--- config.mk ---
export PLATFORM = sky130hd
export DESIGN_NAME = writeback_stage_buffer
export DESIGN_NICKNAME = d
export VERILOG_FILES = /design/src/rtl/writeback_stage_buffer.sv
export SDC_FILE = /design/constraint.sdc
export NUM_CORES = 1
export LEC_CHECK = 0
export CORE_MARGIN = 4
export CORE_UTILIZATION = 56
export CTS_BUF_LIST = sky130_fd_sc_hd__clkbuf_8
export CTS_CLUSTER_SIZE = 30
export DETAILED_ROUTE_END_ITERATION = 16
export GPL_TIMING_DRIVEN = 0
export MAX_ROUTING_LAYER = met4
export PLACE_DENSITY_LB_ADDON = 0.05
export SLEW_MARGIN = 30
export SYNTH_ARGS = -nofsm -noshare
export SYNTH_HDL_FRONTEND = slang
export SYNTH_SLANG_ARGS = --single-unit
--- constraint.sdc ---
create_clock -name clk -period 26.4 [get_ports clk]
set_input_delay 5.28 -clock clk [delete_from_list [all_inputs] [get_ports clk]]
set_output_delay 5.28 -clock clk [all_outputs]
set_load 0.005 [all_outputs]
--- src/rtl/writeback_stage_buffer.sv ---
// MEM->WB payload buffer with valid/ready handshake, optional 2-entry skid,
// synchronous flush and a saturating downstream-stall counter.
module writeback_stage_buffer #(
    parameter int DATA_WIDTH      = 32,
    parameter int REGISTER_WIDTH  = 5,
    parameter int SKID_ENABLE     = 1,
    parameter int STALL_CNT_WIDTH = 16
) (
    input  logic                       clk,
    input  logic                       rst,
    input  logic                       valid_m_i,
    output logic                       ready_m_o,
    input  logic [DATA_WIDTH-1:0]      alu_result_m_i,
    input  logic [DATA_WIDTH-1:0]      pc_plus4_m_i,
    input  logic [DATA_WIDTH-1:0]      read_data_m_i,
    input  logic [DATA_WIDTH-1:0]      imm_ext_m_i,
    input  logic [REGISTER_WIDTH-1:0]  rd_m_i,
    input  logic [1:0]                 result_src_m_i,
    input  logic                       reg_write_m_i,
    input  logic                       flush_i,
    output logic                       valid_w_o,
    input  logic                       ready_w_i,
    output logic [DATA_WIDTH-1:0]      alu_result_w_o,
    output logic [DATA_WIDTH-1:0]      pc_plus4_w_o,
    output logic [DATA_WIDTH-1:0]      read_data_w_o,
    output logic [DATA_WIDTH-1:0]      imm_ext_w_o,
    output logic [REGISTER_WIDTH-1:0]  rd_w_o,
    output logic [1:0]                 result_src_w_o,
    output logic                       reg_write_w_o,
    output logic [STALL_CNT_WIDTH-1:0] stall_count_o
);

    typedef struct packed {
        logic [DATA_WIDTH-1:0]     alu_result;
        logic [DATA_WIDTH-1:0]     pc_plus4;
        logic [DATA_WIDTH-1:0]     read_data;
        logic [DATA_WIDTH-1:0]     imm_ext;
        logic [REGISTER_WIDTH-1:0] rd;
        logic [1:0]                result_src;
        logic                      reg_write;
    } wb_entry_t;

    typedef enum logic [1:0] {EMPTY = 2'd0, ONE = 2'd1, TWO = 2'd2} state_t;

    state_t                     state_q, state_d;
    wb_entry_t                  main_q, skid_q, in_e;
    logic                       ready_q;
    logic                       accept, consume;
    logic                       load_in, load_skid, load_fwd;
    logic [STALL_CNT_WIDTH-1:0] stall_q;

    assign in_e = '{alu_result: alu_result_m_i, pc_plus4: pc_plus4_m_i,
                    read_data: read_data_m_i, imm_ext: imm_ext_m_i, rd: rd_m_i,
                    result_src: result_src_m_i, reg_write: reg_write_m_i};

    assign valid_w_o = (state_q != EMPTY);
    assign consume   = valid_w_o & ready_w_i;
    assign accept    = valid_m_i & ready_m_o;

    // ready_q doubles as an out-of-reset flag so ready stays low during reset
    always_ff @(posedge clk or posedge rst) begin
        if (rst) begin
            state_q <= EMPTY;
            ready_q <= 1'b0;
        end else begin
            state_q <= state_d;
            ready_q <= (SKID_ENABLE != 0) ? (state_d != TWO) : 1'b1;
        end
    end

    always_comb begin
        state_d   = state_q;
        load_in   = 1'b0;
        load_skid = 1'b0;
        load_fwd  = 1'b0;
        if (flush_i) begin
            state_d = EMPTY;
        end else begin
            case (state_q)
                EMPTY: if (accept) begin
                    state_d = ONE;
                    load_in = 1'b1;
                end
                ONE: begin
                    if (accept && consume) begin
                        load_in = 1'b1;
                    end else if (accept) begin
                        state_d   = TWO;
                        load_skid = 1'b1;
                    end else if (consume) begin
                        state_d = EMPTY;
                    end
                end
                TWO: if (consume) begin
                    state_d  = ONE;
                    load_fwd = 1'b1;
                end
                default: state_d = EMPTY;
            endcase
        end
    end

    always_comb begin
        if (SKID_ENABLE != 0)
            ready_m_o = ready_q;
        else
            ready_m_o = ready_q & (ready_w_i | ~valid_w_o);
        reg_write_w_o = main_q.reg_write & valid_w_o;
    end

    always_ff @(posedge clk or posedge rst) begin
        if (rst) begin
            main_q <= '0;
            skid_q <= '0;
        end else begin
            if (load_in)
                main_q <= in_e;
            else if (load_fwd)
                main_q <= skid_q;
            if (load_skid)
                skid_q <= in_e;
        end
    end

    always_ff @(posedge clk or posedge rst) begin
        if (rst)
            stall_q <= '0;
        else if (valid_w_o && !ready_w_i && !(&stall_q))
            stall_q <= stall_q + 1'b1;
    end

    assign alu_result_w_o = main_q.alu_result;
    assign pc_plus4_w_o   = main_q.pc_plus4;
    assign read_data_w_o  = main_q.read_data;
    assign imm_ext_w_o    = main_q.imm_ext;
    assign rd_w_o         = main_q.rd;
    assign result_src_w_o = main_q.result_src;
    assign stall_count_o  = stall_q;

endmodule

==> results <==
- The number of iterations in the first detailed-routing pass is 4.
- The number of buffers added on ports is between 200 and 300.
- The first-pass GRT wire length is 47300 µm.
- 295 I/O pins were placed.
- The number of filler cells placed in the layout is ~1600.
- The tightest min-delay check is of the reg2reg type.
- Summed over all cells, the static leakage comes to ~8.5 nW.
- After the last flow step, the layout net total stands at 1455.
- Of all flip-flops after synthesis, the portion carrying an async set or reset was 1.00.
- The largest buffer count on any clock path is 3.
- The via count of the routed design is roughly 8700.
- The dominant synthesized flop cell is sky130_fd_sc_hd__dfrtp_1.
- The number of unique standard cell types used by synthesis is 42.
- The type of the setup path with the least slack is reg2out.
- The number of antenna violations at the first check in global routing is 4.
- After clock tree synthesis, the repair step resized 0 gates.
- The insertion delay to the later sink of the worst-skew pair is approximately 0.55 ns.
- The data arrival at the endpoint of the critical path is 2.01 ns.
- The area of the mapped netlist is roughly 13000 µm².
- The setup TNS after final layout is 0 ns.
- After floorplanning, the core was sized to cover 22600 µm².
- Entering global routing, the biggest net connects between 80 and 90 pins.
- The cell count after synthesis came out at 966.
- The area used by sequential logic in the layout is roughly 7300 µm².
- The power density over cell area is between 70 and 80 nW/µm².
- The setup slack of the most critical reg-to-reg path is 24.06 ns.
- The area added between synthesis and finish is 33.6%.
- The type of element launching the critical path is a register.
- Wires add up to 29100 µm.
- The final period utilization is 0.276.
- For this configuration, the core starts out at a cell density of 0.567.
- The number of max-cap violations is 0.
- The final-report hold violation count is 0.
- Yosys printed 0 warnings.
- The run finished with clean final reports.
- Hold is met by about 0.47 ns.
- The number of max-slew violations in the final report came to 0.
- The worst setup path is captured at an output port.
- Walking the worst path, the cells encountered are or2_2 -> and2_1 -> clkdlybuf4s50_1.
- The detailed router finished its first iteration with 454 violations.
- In the post-synthesis netlist, the biggest area contributors are sky130_fd_sc_hd__dfrtp_1 57%, sky130_fd_sc_hd__a22o_1 9.3%, sky130_fd_sc_hd__a21o_1 8.0%.
- The TritonCTS clock tree is done.
- The floorplan die area is 25300 µm².
- Setup repair after global routing left no endpoint under its margin.
- In the final layout, the share of cells above drive strength 1 is 0.217.
- The site row count is 55.
- For this run, the total global-route usage over all layers was measured as 0.237.
- The clock drives 291 sinks.
- After global routing the overflow that remains totals 0.
- The HPWL after detailed placement is 20400 µm.
- Summing all placed instances gives a cell area of between 15000 and 20000 µm².
- The H-tree level count is 2.
- The area share of the largest cell type after synthesis is 0.569.
- The clock period could shrink to 7.29 ns.
- The finished cells cover 17100 µm².
- The synthesized design contains 291 register bits.
- In this run the clock root is driven by a sky130_fd_sc_hd__clkbuf_8.
- The clock skew is 0.0181 ns.
- The via count of the first global-routing pass is about 9100.
- Once detail routing completed, the nets flagged for antenna violations numbered 0.
- The worst pin sits at a relative slew slack of 0.552.
- The congestion estimate from routability-driven global placement came to 0.796.
- The part of the Yosys area used for sequential elements is 0.569.
- The critical-path maximum fanout is 8.
- For this design, the CTS-stage hold fixing added 0 buffers.
- The largest single stage delay on the critical path is approximately 0.5 ns.
- In the final routed layout, each cell accounts on average for approximately 18 µm.
- The number of nets handed over by synthesis was 1108.
- Buffers added to address setup during post-CTS repair amount to 0.
- For this run, the top clock speed supported by timing is 137 MHz.
- The TritonCTS buffer count is 48.
- In this run the horizontal extent of the chip is 159 µm.
- The mean post-synth cell area is ~13 µm².
- The standard cell with the maximum stage delay on the critical path is sky130_fd_sc_hd__clkdlybuf4s50_1.
- The footprint of the multi-input gates is approximately 4200 µm².
- The library cell with the largest summed area after synthesis is sky130_fd_sc_hd__dfrtp_1.
- The clock input transition at the sequential cells of the worst setup and hold paths is 0.06 ns.
- The number of flops mapped to enable cells by yosys is 0.
- From bottom edge to top edge, the die measures 159 µm.
- The DRC violation count after routing is 0.
- The worst voltage drop across the vdd grid is 0.0499 mV.
- The detailed-route vias per instance is 5.33.
- Data on the critical path is required at its endpoint by 21.12 ns.
- The total setup violations reported at the end of the flow is 0.
- The measured slew at the worst slew-check pin is 0.671 ns.
-- power breakdown --
group / switching (mW) / total [mW] / internal, mW
Sequential: 0.0571 / 0.610 / 0.552
Clock: 0.169 / 0.366 / 0.197
Combinational: 0.0949 / 0.303 / 0.208
Total: 0.321 / 1.28 / 0.957
-- cells in the final DEF, fill, tap and decap left out, types with 4 or more instances in the layout --
cell                              instances
sky130_fd_sc_hd__nor2_1                   6
sky130_fd_sc_hd__xor2_1                   4
sky130_fd_sc_hd__mux2_2                  59
sky130_fd_sc_hd__mux2_1                  79
sky130_fd_sc_hd__clkbuf_8                58
sky130_fd_sc_hd__dfrtp_1                291
sky130_fd_sc_hd__inv_1                   24
sky130_fd_sc_hd__clkdlybuf4s50_1        294
sky130_fd_sc_hd__buf_1                   10
sky130_fd_sc_hd__xnor2_1                  7
sky130_fd_sc_hd__and3_1                   4
sky130_fd_sc_hd__a21o_1                 136
sky130_fd_sc_hd__diode_2                  4
sky130_fd_sc_hd__nand2_1                  4
sky130_fd_sc_hd__buf_2                   23
sky130_fd_sc_hd__a22o_1                 136
sky130_fd_sc_hd__clkbuf_1                26
sky130_fd_sc_hd__nand3_1                  7
sky130_fd_sc_hd__buf_4                  136
-- per-layer routing --
layer | track usage | vias up | part of all wire
li1 | - | 4078 | -
met5 | - | - | 0
met2 | 0.386 | 245 | 0.49
met4 | 0.0777 | 0 | 0.027
met3 | 0.0753 | 54 | 0.076
met1 | 0.282 | 4336 | 0.41
-- path summary, 6_finish.rpt --
kind                             startpoint                end  cells past startpoint
max                              state_q[1]      reg_write_w_o                      3
min                        pc_plus4_w_o[12]   pc_plus4_w_o[12]                      1
max reg2reg                      state_q[0]          rd_w_o[2]                      7
min reg2reg                pc_plus4_w_o[12]   pc_plus4_w_o[12]                      1
max in group asynchronous               rst    imm_ext_w_o[31]                      4
min in group asynchronous               rst  read_data_w_o[19]                      2
-- kinds of logic after synthesis --
logic type / synth area share
AOI/OAI and AO/OA: 0.177
xor gates and xnor gates: 0.00752
adders and majority gates: 0.000977
buffers and inverters: 0.100
DFF: 0.569
muxes: 0.124
and+or+nand+nor: 0.0217
-- state kept, by name, indices dropped and copies added (netlist names) --
name            flops
imm_ext_w_o        32
read_data_w_o      32
ready_m_o           1
state_q             2
result_src_w_o      2
main_q              1
skid_q            136
rd_w_o              5
pc_plus4_w_o       32
stall_count_o      16
alu_result_w_o     32
-- stage by stage --
| stage | util | power [mW] | setup slack [ns] | std cells |
|---|---|---|---|---|
| global placement | 0.713 | 0.908 | 9.46 | 1545 |
| global route | 0.758 | 1.35 | 19.04 | 1635 |
| detailed placement | 0.717 | 0.923 | 18.68 | 1548 |
| CTS | 0.757 | 1.29 | 19.05 | 1631 |
| floorplan | - | 0.772 | 13.09 | 966 |
| finish | 0.758 | 1.28 | 19.11 | 1635 |
-- worst max-delay path: cells and delay by family (launching register included) --
kind | cells | cell delay (ns)
buffers and inverters | 1 | 0.49
flip-flops | 1 | 0.45
AND/OR/NAND/NOR | 2 | 0.53
-- area by class of cell --
| class | instances | share of cell area |
|---|---|---|
| multi-input combinational | 477 | 0.248 |
| inverter | 3 | 0.00110 |
| tap | 285 | 0.0208 |
| antenna | 4 | 0.000585 |
| timing repair buffer | 297 | 0.177 |
| clock inverter | 25 | 0.00600 |
| buffer | 195 | 0.0743 |
| sequential | 291 | 0.426 |
| clock buffer | 58 | 0.0467 |
-- cell usage after synthesis, types with 2 or more instances --
| master | count |
|---|---|
| sky130_fd_sc_hd__xnor2_1 | 7 |
| sky130_fd_sc_hd__nand4_2 | 2 |
| sky130_fd_sc_hd__buf_1 | 10 |
| sky130_fd_sc_hd__nand3_1 | 7 |
| sky130_fd_sc_hd__a22o_1 | 136 |
| sky130_fd_sc_hd__a31oi_1 | 2 |
| sky130_fd_sc_hd__or4_1 | 2 |
| sky130_fd_sc_hd__a21o_1 | 136 |
| sky130_fd_sc_hd__mux2i_1 | 2 |
| sky130_fd_sc_hd__nand2_1 | 4 |
| sky130_fd_sc_hd__or3_1 | 2 |
| sky130_fd_sc_hd__nand4_1 | 3 |
| sky130_fd_sc_hd__nor4_1 | 2 |
| sky130_fd_sc_hd__mux2_1 | 79 |
| sky130_fd_sc_hd__inv_1 | 3 |
| sky130_fd_sc_hd__mux2_2 | 59 |
| sky130_fd_sc_hd__xor2_1 | 4 |
| sky130_fd_sc_hd__buf_4 | 136 |
| sky130_fd_sc_hd__a21oi_1 | 2 |
| sky130_fd_sc_hd__and3_1 | 4 |
| sky130_fd_sc_hd__nor2_1 | 6 |
| sky130_fd_sc_hd__buf_2 | 23 |
| sky130_fd_sc_hd__dfrtp_1 | 291 |
| sky130_fd_sc_hd__clkbuf_1 | 26 |
Power figures use the tool's default switching activity.
